[src/rtl/instr_fetch.sv]
// instr_fetch: FRiscV instruction fetch stage.
// Holds the program counter, issues word-aligned requests on a pipelined
// instruction-memory port, buffers returned words with their PC in a small
// FIFO and hands them to decode over valid/ready. A redirect flushes the
// buffer, drops in-flight responses and restarts fetch at the target.
module instr_fetch #(
    parameter int              ARCH       = 32,
    parameter logic [ARCH-1:0] RESET_ADDR = '0,
    parameter int              FIFO_DEPTH = 4
) (
    input  logic            clk_in,
    input  logic            rstn_in,
    output logic            imem_req_out,
    output logic [ARCH-1:0] imem_addr_out,
    input  logic            imem_gnt_in,
    input  logic            imem_rvalid_in,
    input  logic [ARCH-1:0] imem_rdata_in,
    input  logic            redirect_in,
    input  logic [ARCH-1:0] redirect_addr_in,
    output logic [ARCH-1:0] instr_out,
    output logic [ARCH-1:0] pc_out,
    output logic            valid_out,
    input  logic            ready_in
);

    localparam int              PTR_W   = $clog2(FIFO_DEPTH);
    localparam int              CNT_W   = PTR_W + 1;
    localparam int              SUM_W   = CNT_W + 1;
    localparam logic [SUM_W-1:0] DEPTH_C = SUM_W'(FIFO_DEPTH);
    localparam logic [ARCH-1:0] STEP    = ARCH'(4);
    localparam logic [ARCH-1:0] ALIGN_M = ~ARCH'(3);

    logic             run_q;
    logic [ARCH-1:0]  req_pc_q, req_pc_d;
    logic [ARCH-1:0]  resp_pc_q, resp_pc_d;
    logic [CNT_W-1:0] outstanding_q, outstanding_d;
    logic [CNT_W-1:0] discard_q, discard_d;
    logic [CNT_W-1:0] count_q, count_d;
    logic [PTR_W-1:0] wr_ptr_q, wr_ptr_d;
    logic [PTR_W-1:0] rd_ptr_q, rd_ptr_d;
    logic [ARCH-1:0]  pc_buf_q    [FIFO_DEPTH];
    logic [ARCH-1:0]  instr_buf_q [FIFO_DEPTH];

    logic             grant;
    logic             push;
    logic             pop;
    logic             buf_nonempty;
    logic [SUM_W-1:0] credit_used;
    logic [ARCH-1:0]  redirect_pc;

    // Outstanding requests plus buffered words never exceed the buffer size,
    // so every response that is kept always finds a free FIFO slot.
    assign credit_used   = {1'b0, outstanding_q} + {1'b0, count_q};
    assign redirect_pc   = redirect_addr_in & ALIGN_M;
    assign buf_nonempty  = (count_q != '0);

    // run_q holds requests off until the first edge after reset release.
    assign imem_req_out  = run_q && !redirect_in && (credit_used < DEPTH_C);
    assign imem_addr_out = req_pc_q;
    assign valid_out     = buf_nonempty && !redirect_in;
    assign instr_out     = buf_nonempty ? instr_buf_q[rd_ptr_q] : '0;
    assign pc_out        = buf_nonempty ? pc_buf_q[rd_ptr_q]    : '0;

    assign grant = imem_req_out && imem_gnt_in;
    assign pop   = valid_out && ready_in;
    assign push  = imem_rvalid_in && !redirect_in && (discard_q == '0);

    // Next-state for PCs, credit/discard counters and FIFO pointers.
    always_comb begin
        req_pc_d      = req_pc_q;
        resp_pc_d     = resp_pc_q;
        outstanding_d = outstanding_q + CNT_W'(grant) - CNT_W'(imem_rvalid_in);
        discard_d     = discard_q;
        count_d       = count_q + CNT_W'(push) - CNT_W'(pop);
        wr_ptr_d      = wr_ptr_q;
        rd_ptr_d      = rd_ptr_q;
        if (redirect_in) begin
            // Everything still in flight belongs to the old path; a response
            // landing in this very cycle is already accounted for here.
            req_pc_d  = redirect_pc;
            resp_pc_d = redirect_pc;
            discard_d = outstanding_q - CNT_W'(imem_rvalid_in);
            count_d   = '0;
            wr_ptr_d  = '0;
            rd_ptr_d  = '0;
        end else begin
            if (grant) begin
                req_pc_d = req_pc_q + STEP;
            end
            if (imem_rvalid_in && (discard_q != '0)) begin
                discard_d = discard_q - CNT_W'(1);
            end
            if (push) begin
                resp_pc_d = resp_pc_q + STEP;
                wr_ptr_d  = wr_ptr_q + PTR_W'(1);
            end
            if (pop) begin
                rd_ptr_d = rd_ptr_q + PTR_W'(1);
            end
        end
    end

    // Control state register with asynchronous active-low reset.
    always_ff @(posedge clk_in or negedge rstn_in) begin
        if (!rstn_in) begin
            run_q         <= 1'b0;
            req_pc_q      <= RESET_ADDR;
            resp_pc_q     <= RESET_ADDR;
            outstanding_q <= '0;
            discard_q     <= '0;
            count_q       <= '0;
            wr_ptr_q      <= '0;
            rd_ptr_q      <= '0;
        end else begin
            run_q         <= 1'b1;
            req_pc_q      <= req_pc_d;
            resp_pc_q     <= resp_pc_d;
            outstanding_q <= outstanding_d;
            discard_q     <= discard_d;
            count_q       <= count_d;
            wr_ptr_q      <= wr_ptr_d;
            rd_ptr_q      <= rd_ptr_d;
        end
    end

    // FIFO storage; contents are only observed when count_q says they are valid.
    always_ff @(posedge clk_in) begin
        if (push) begin
            pc_buf_q[wr_ptr_q]    <= resp_pc_q;
            instr_buf_q[wr_ptr_q] <= imem_rdata_in;
        end
    end

endmodule

[config.mk]
export PLATFORM = sky130hd
export DESIGN_NAME = instr_fetch
export DESIGN_NICKNAME = d
export VERILOG_FILES = /design/src/rtl/instr_fetch.sv
export SDC_FILE = /design/constraint.sdc
export NUM_CORES = 1
export LEC_CHECK = 0
export CAP_MARGIN = 15
export CORE_UTILIZATION = 60
export DETAILED_ROUTE_END_ITERATION = 7
export PLACE_DENSITY = 0.91
export SYNTH_ARGS = -nofsm -noshare
export SYNTH_HDL_FRONTEND = slang
export SYNTH_SLANG_ARGS = --single-unit
export TNS_END_PERCENT = 50
[constraint.sdc]
create_clock -name clk_in -period 6.7 [get_ports clk_in]
set_clock_uncertainty 0.1 [all_clocks]
set_input_delay 1.005 -clock clk_in [delete_from_list [all_inputs] [get_ports clk_in]]
set_output_delay 1.005 -clock clk_in [all_outputs]
set_load 0.1 [all_outputs]
# Yosys cells after proc, flatten, opt, wreduce, memory -nomap -nowiden
# Memory sizes are Yosys's and may differ from the RTL's.
# Cells that the tools add are included.
[totals] elab_cells=53 regBits=78 output_inout_bits=98 latch_bits=0 in_bits=70 memories=2 ram_bits=256 mem_bits_ro=0
[op_classes] muxes=15 add_sub_neg=11 magnitude_cmp=1 eq_ne=0 shift=0 n_reduce_logical=16 mul=0 div_mod_pow=0 n_bitwise=0
[mem_list] name="instr_buf_q" depth=4 word_bits=32 rd=1 rd_clocked_by_memory_dff=0 wr=1 line_no="42" text="logic [ARCH-1:0] instr_buf_q [FIFO_DEPTH];"
[mem_list] name="pc_buf_q" depth=4 word_bits=32 rd=1 rd_clocked_by_memory_dff=0 wr=1 line_no="41" text="logic [ARCH-1:0] pc_buf_q [FIFO_DEPTH];"
[op_table] cell="two-way mux 32 bit" n=6
[op_table] cell="adder 32 x 3 -> 32 bit, second input constant" n=2
[op_table] cell="two-way mux 3 bit" n=3
[op_table] cell="subtractor 3 x 1 -> 3 bit" n=3
[op_table] cell="logical AND 1 bit" n=8
[op_table] cell="two-way mux 2 bit" n=4
[op_table] cell="nonzero test 2 bit" n=4
[op_table] cell="adder 3 x 1 -> 3 bit" n=2
[op_table] cell="nonzero test 3 bit" n=2
[op_table] cell="adder 2 x 1 -> 2 bit, second input constant" n=2
[op_table] cell="adder 3 x 3 -> 4 bit" n=1
[op_table] cell="less-than comparator 4 x 3 -> 1 bit, second input constant" n=1
[op_table] cell="zero test 3 bit" n=1
[op_table] cell="subtractor 3 x 1 -> 3 bit, second input constant" n=1
[op_table] cell="two-way mux 1 bit" n=2
[op_table] cell="zero test 1 bit" n=1

# Logic depth before layout (Yosys ltp)
[logic_depth] ltp_word=6 mapped_depth=12 ltp_nobuf=12

# Worst setup path before layout
# No wires, ideal clock.
[synth_timing] path_type="input to register" from="in redirect_in" to="mem instr_buf_q[2][0] (enable)" setup_ns=0.427 path_buffers=2 t_arrival_ns=3.133 setup_slack_ns=3.040 path_stages=4 t_required_ns=6.173 path_cell_list="buf_2 inv_1 clkbuf_1 and3_1"
[synth_via] elab_chain_len=5
[synth_lines] element="start: declaration" line_no="18" text="input logic redirect_in,"
[synth_lines] element="zero test 1 bit" line_no="66" text="assign push = imem_rvalid_in && !redirect_in && (discard_q == '0);"
[synth_lines] element="logical AND 1 bit (2 in series)" line_no="66"
[synth_lines] element="two-way mux 1 bit" line_no="128" text="if (push) begin"
[synth_lines] element="two-way mux 1 bit (implied by the code)" line_no="130" text="instr_buf_q[wr_ptr_q] <= imem_rdata_in;"
[synth_lines] element="end: declaration" line_no="42"
# No other way between the ends.

# Worst setup path after layout
[layout_timing] from="reg rd_ptr_q[0]" to="out instr_out[0]"
[layout_via] elab_chain_len=2
[layout_lines] element="start: declaration" line_no="40" text="logic [PTR_W-1:0] rd_ptr_q, rd_ptr_d;"
[layout_lines] element="start signal: assignment" line_no="122" text="rd_ptr_q <= rd_ptr_d;"
[layout_lines] element="memory (4 x 32 bit)"
[layout_lines] element="two-way mux 32 bit" line_no="61" text="assign instr_out = buf_nonempty ? instr_buf_q[rd_ptr_q] : '0;"
[layout_lines] element="end: declaration" line_no="20" text="output logic [ARCH-1:0] instr_out,"
# No other way between the ends.

==> impl_metrics.yaml <==
layout:
  multiInputGateArea_um2: 4061
  seq_area_um2: 9304
  drive_above_1_share: 0.1357
  fillCellCount: 1318
  syn_to_final_growth_pct: 21.13
  nNetsFinal: 1102
  diodes: 0
routing:
  drt-wirelength-per-cell_um: 20.79
  wirelength_um: 27430
  drtPass1Iterations: 7
  drc: 11
  vias: 7995
  routed_via_density: 6.061
  ant_nets: 0
  drt_iter0_drc: 546
clock_tree:
  clk_latency_ps: 550
  cts_made_buffers: 31
  cts_sinks: 322
  cts_max_level: 1
  cts_resized: 0
  clockRootBuffer: "clkbuf_16"
  cts_tree: "built"
  path_clk_slew_ps: 60
  cts_buffer_depth: 3
  cts_setup_buffers: 0
  cts_hold_buffers: 0
setup_path:
  cp-end-kind: "output pin"
  worstPathRequired_ps: 5590
  max_stage_delay_ps: 1100
  cp_cell_sequence: "buf_4, mux4_2, and2_1, clkdlybuf4s50_1"
  startpoint_type: "flip-flop"
  worstSetupPathType: "reg -> out"
  regToRegSetupSlack_ps: 2890
  slowest_stage: "dfrtp_4"
  worstPathArrival_ps: 3790
  crit_path_max_fanout: 52
synthesis:
  syn_inst: 853
  synth.distinct_cells: 47
  post-synth-top-count-cell: "edfxtp_1"
  ys_seq_elements: 322
  synth_area_leaders: "edfxtp_1, dfrtp_1, mux4_2, and2_1, xor2_1"
  synth_edf_count: 248
  ys_warn_count: 0
  ys.flop_type: "edfxtp_1"
  synth.avg_cell_area_um2: 15.95
  synth.top_cell.area_share: 0.5473
  seq_area_frac_synth: 0.6833
  async_flop_share: 0.2298
  synthTopCellsByCount: "edfxtp_1, dfrtp_1, and2_1"
  syn_area_um2: 13610
  synth_top_area_cell: "edfxtp_1"
power_and_ir_drop:
  total_power_uw: 7444
  power_density_nw_per_um2: 451.6
  p_leak_uw: 0.005663
  peakVddDrop_v: 0.0002809
sta:
  tns_ps: 0
  worst_slack_ps: 1806
  drv_slew: 0
  max-slew-margin-rel: 0.2813
  grt_setup_unrepaired: "false"
  worst_pin_slew_ps: 1075
  fmax_mhz: 204.3
  min_period_ps: 4894
  final-hold-violation-count: 0
  setup_viol: 0
  post-route-period-util: 0.7305
floorplan:
  core_area_um2: 22030
  start_util: 0.6178
  die-area_um2: 23290
  ios: 168
  die_y_um: 152.6
  dieWidth_um: 152.6
  rows: 54
status:
  violations: "design-rule violations"
  status: "finished, violations left"
hold_path:
  hold_class: "reg -> reg"
global_routing:
  grt_max_degree: 75
  grt_pass1_vias: 8149
  antenna_found_initial: 0
  grt_pass1_wl_um: 43850
  grt_overflow: 0
  grt_usage: 0.2424
place:
  hpwl_um: 16940
  place.gp.congestion: 0.9021
  dp_slack_ps: 2269
  port_buffers: 161
job:
  maxCapViolations: 0
[cells by family (layout without fill, tap and decap cells)]
| group | count (synthesis) | in the layout | synth area share |
|---|---|---|---|
| flops | 322 | 322 | 0.6833 |
| other cells | 2 | 5 | 0.0005519 |
| simple gates | 255 | 255 | 0.1062 |
| fa+ha+maj | 18 | 18 | 0.01765 |
| xor+xnor | 43 | 43 | 0.02768 |
| buf+inv | 63 | 246 | 0.01949 |
| mux | 69 | 69 | 0.1083 |
| compound gates | 81 | 81 | 0.03678 |
[layer usage]
| metal | vias up | part of all wire | track usage |
|---|---|---|---|
| met2 | 356 | 0.50 | 0.4100 |
| met4 | 0 | 0.014 | 0.05820 |
| met3 | 31 | 0.067 | 0.03072 |
| met5 | - | 0 | 0 |
| li1 | 3588 | - | - |
| met1 | 4020 | 0.42 | 0.3399 |
[path summary, 6_finish.rpt]
kind,from,endpoint,depth (start not counted)
min in group asynchronous,rstn_in,imem_addr_out[9],2
max,rd_ptr_q[0],instr_out[0],4
max in group asynchronous,rstn_in,rd_ptr_q[0],2
min,discard_q[1],discard_q[1],2
min reg2reg,discard_q[1],discard_q[1],2
max reg2reg,outstanding_q[1],outstanding_q[2],10
[through the flow]
stage                 util  hold WS [ps]  std cells  area [µm²]
finish              0.7484         465.7       1319       16480
global placement    0.7014         431.0       1260       15450
detailed placement  0.7014         446.6       1260       15450
CTS                 0.7481         470.7       1318       16480
floorplan                -         384.2        856       13620
global route        0.7484         489.4       1319       16480
[layout by cell type (no fill, tap or decap), drive strengths merged, types with 16 or more instances in the layout]
cell	count
and2	66
clkdlybuf4s50	159
clkbuf	42
dfrtp	74
nor2	23
ha	16
edfxtp	248
nand4	22
o21ai	40
mux4	62
nand2	60
xor2	30
nand3	37
inv	19
[layout make-up]
class / instances / share of cell area
sequential: 322 / 0.5644
multi-input combinational: 471 / 0.2464
timing repair buffer: 171 / 0.1016
clock buffer: 41 / 0.05245
tap: 280 / 0.02125
clock inverter: 17 / 0.01002
inverter: 17 / 0.003871
[critical path, delay by kind of cell, from the launching register on]
kind / cells / cell delay (ps)
buf+inv: 2 / 1390
flops: 1 / 1100
mux: 1 / 550
simple gates: 1 / 180
[power by group]
group / internal [µW] / switching, µW / total, µW / leakage (µW)
logic: 872 / 2350 / 3220 / 0.00202
registers: 2290 / 207 / 2490 / 0.00313
clock network: 1020 / 710 / 1730 / 0.000510
[state kept, by name (all words and copies together) (netlist names)]
signal,flops
rd_ptr_q,2
discard_q,3
count_q,3
resp_pc_q,30
wr_ptr_q,2
run_q,1
imem_addr_out,30
pc_buf_q,120
outstanding_q,3
instr_buf_q,128
(Power assumes the default switching activity.)
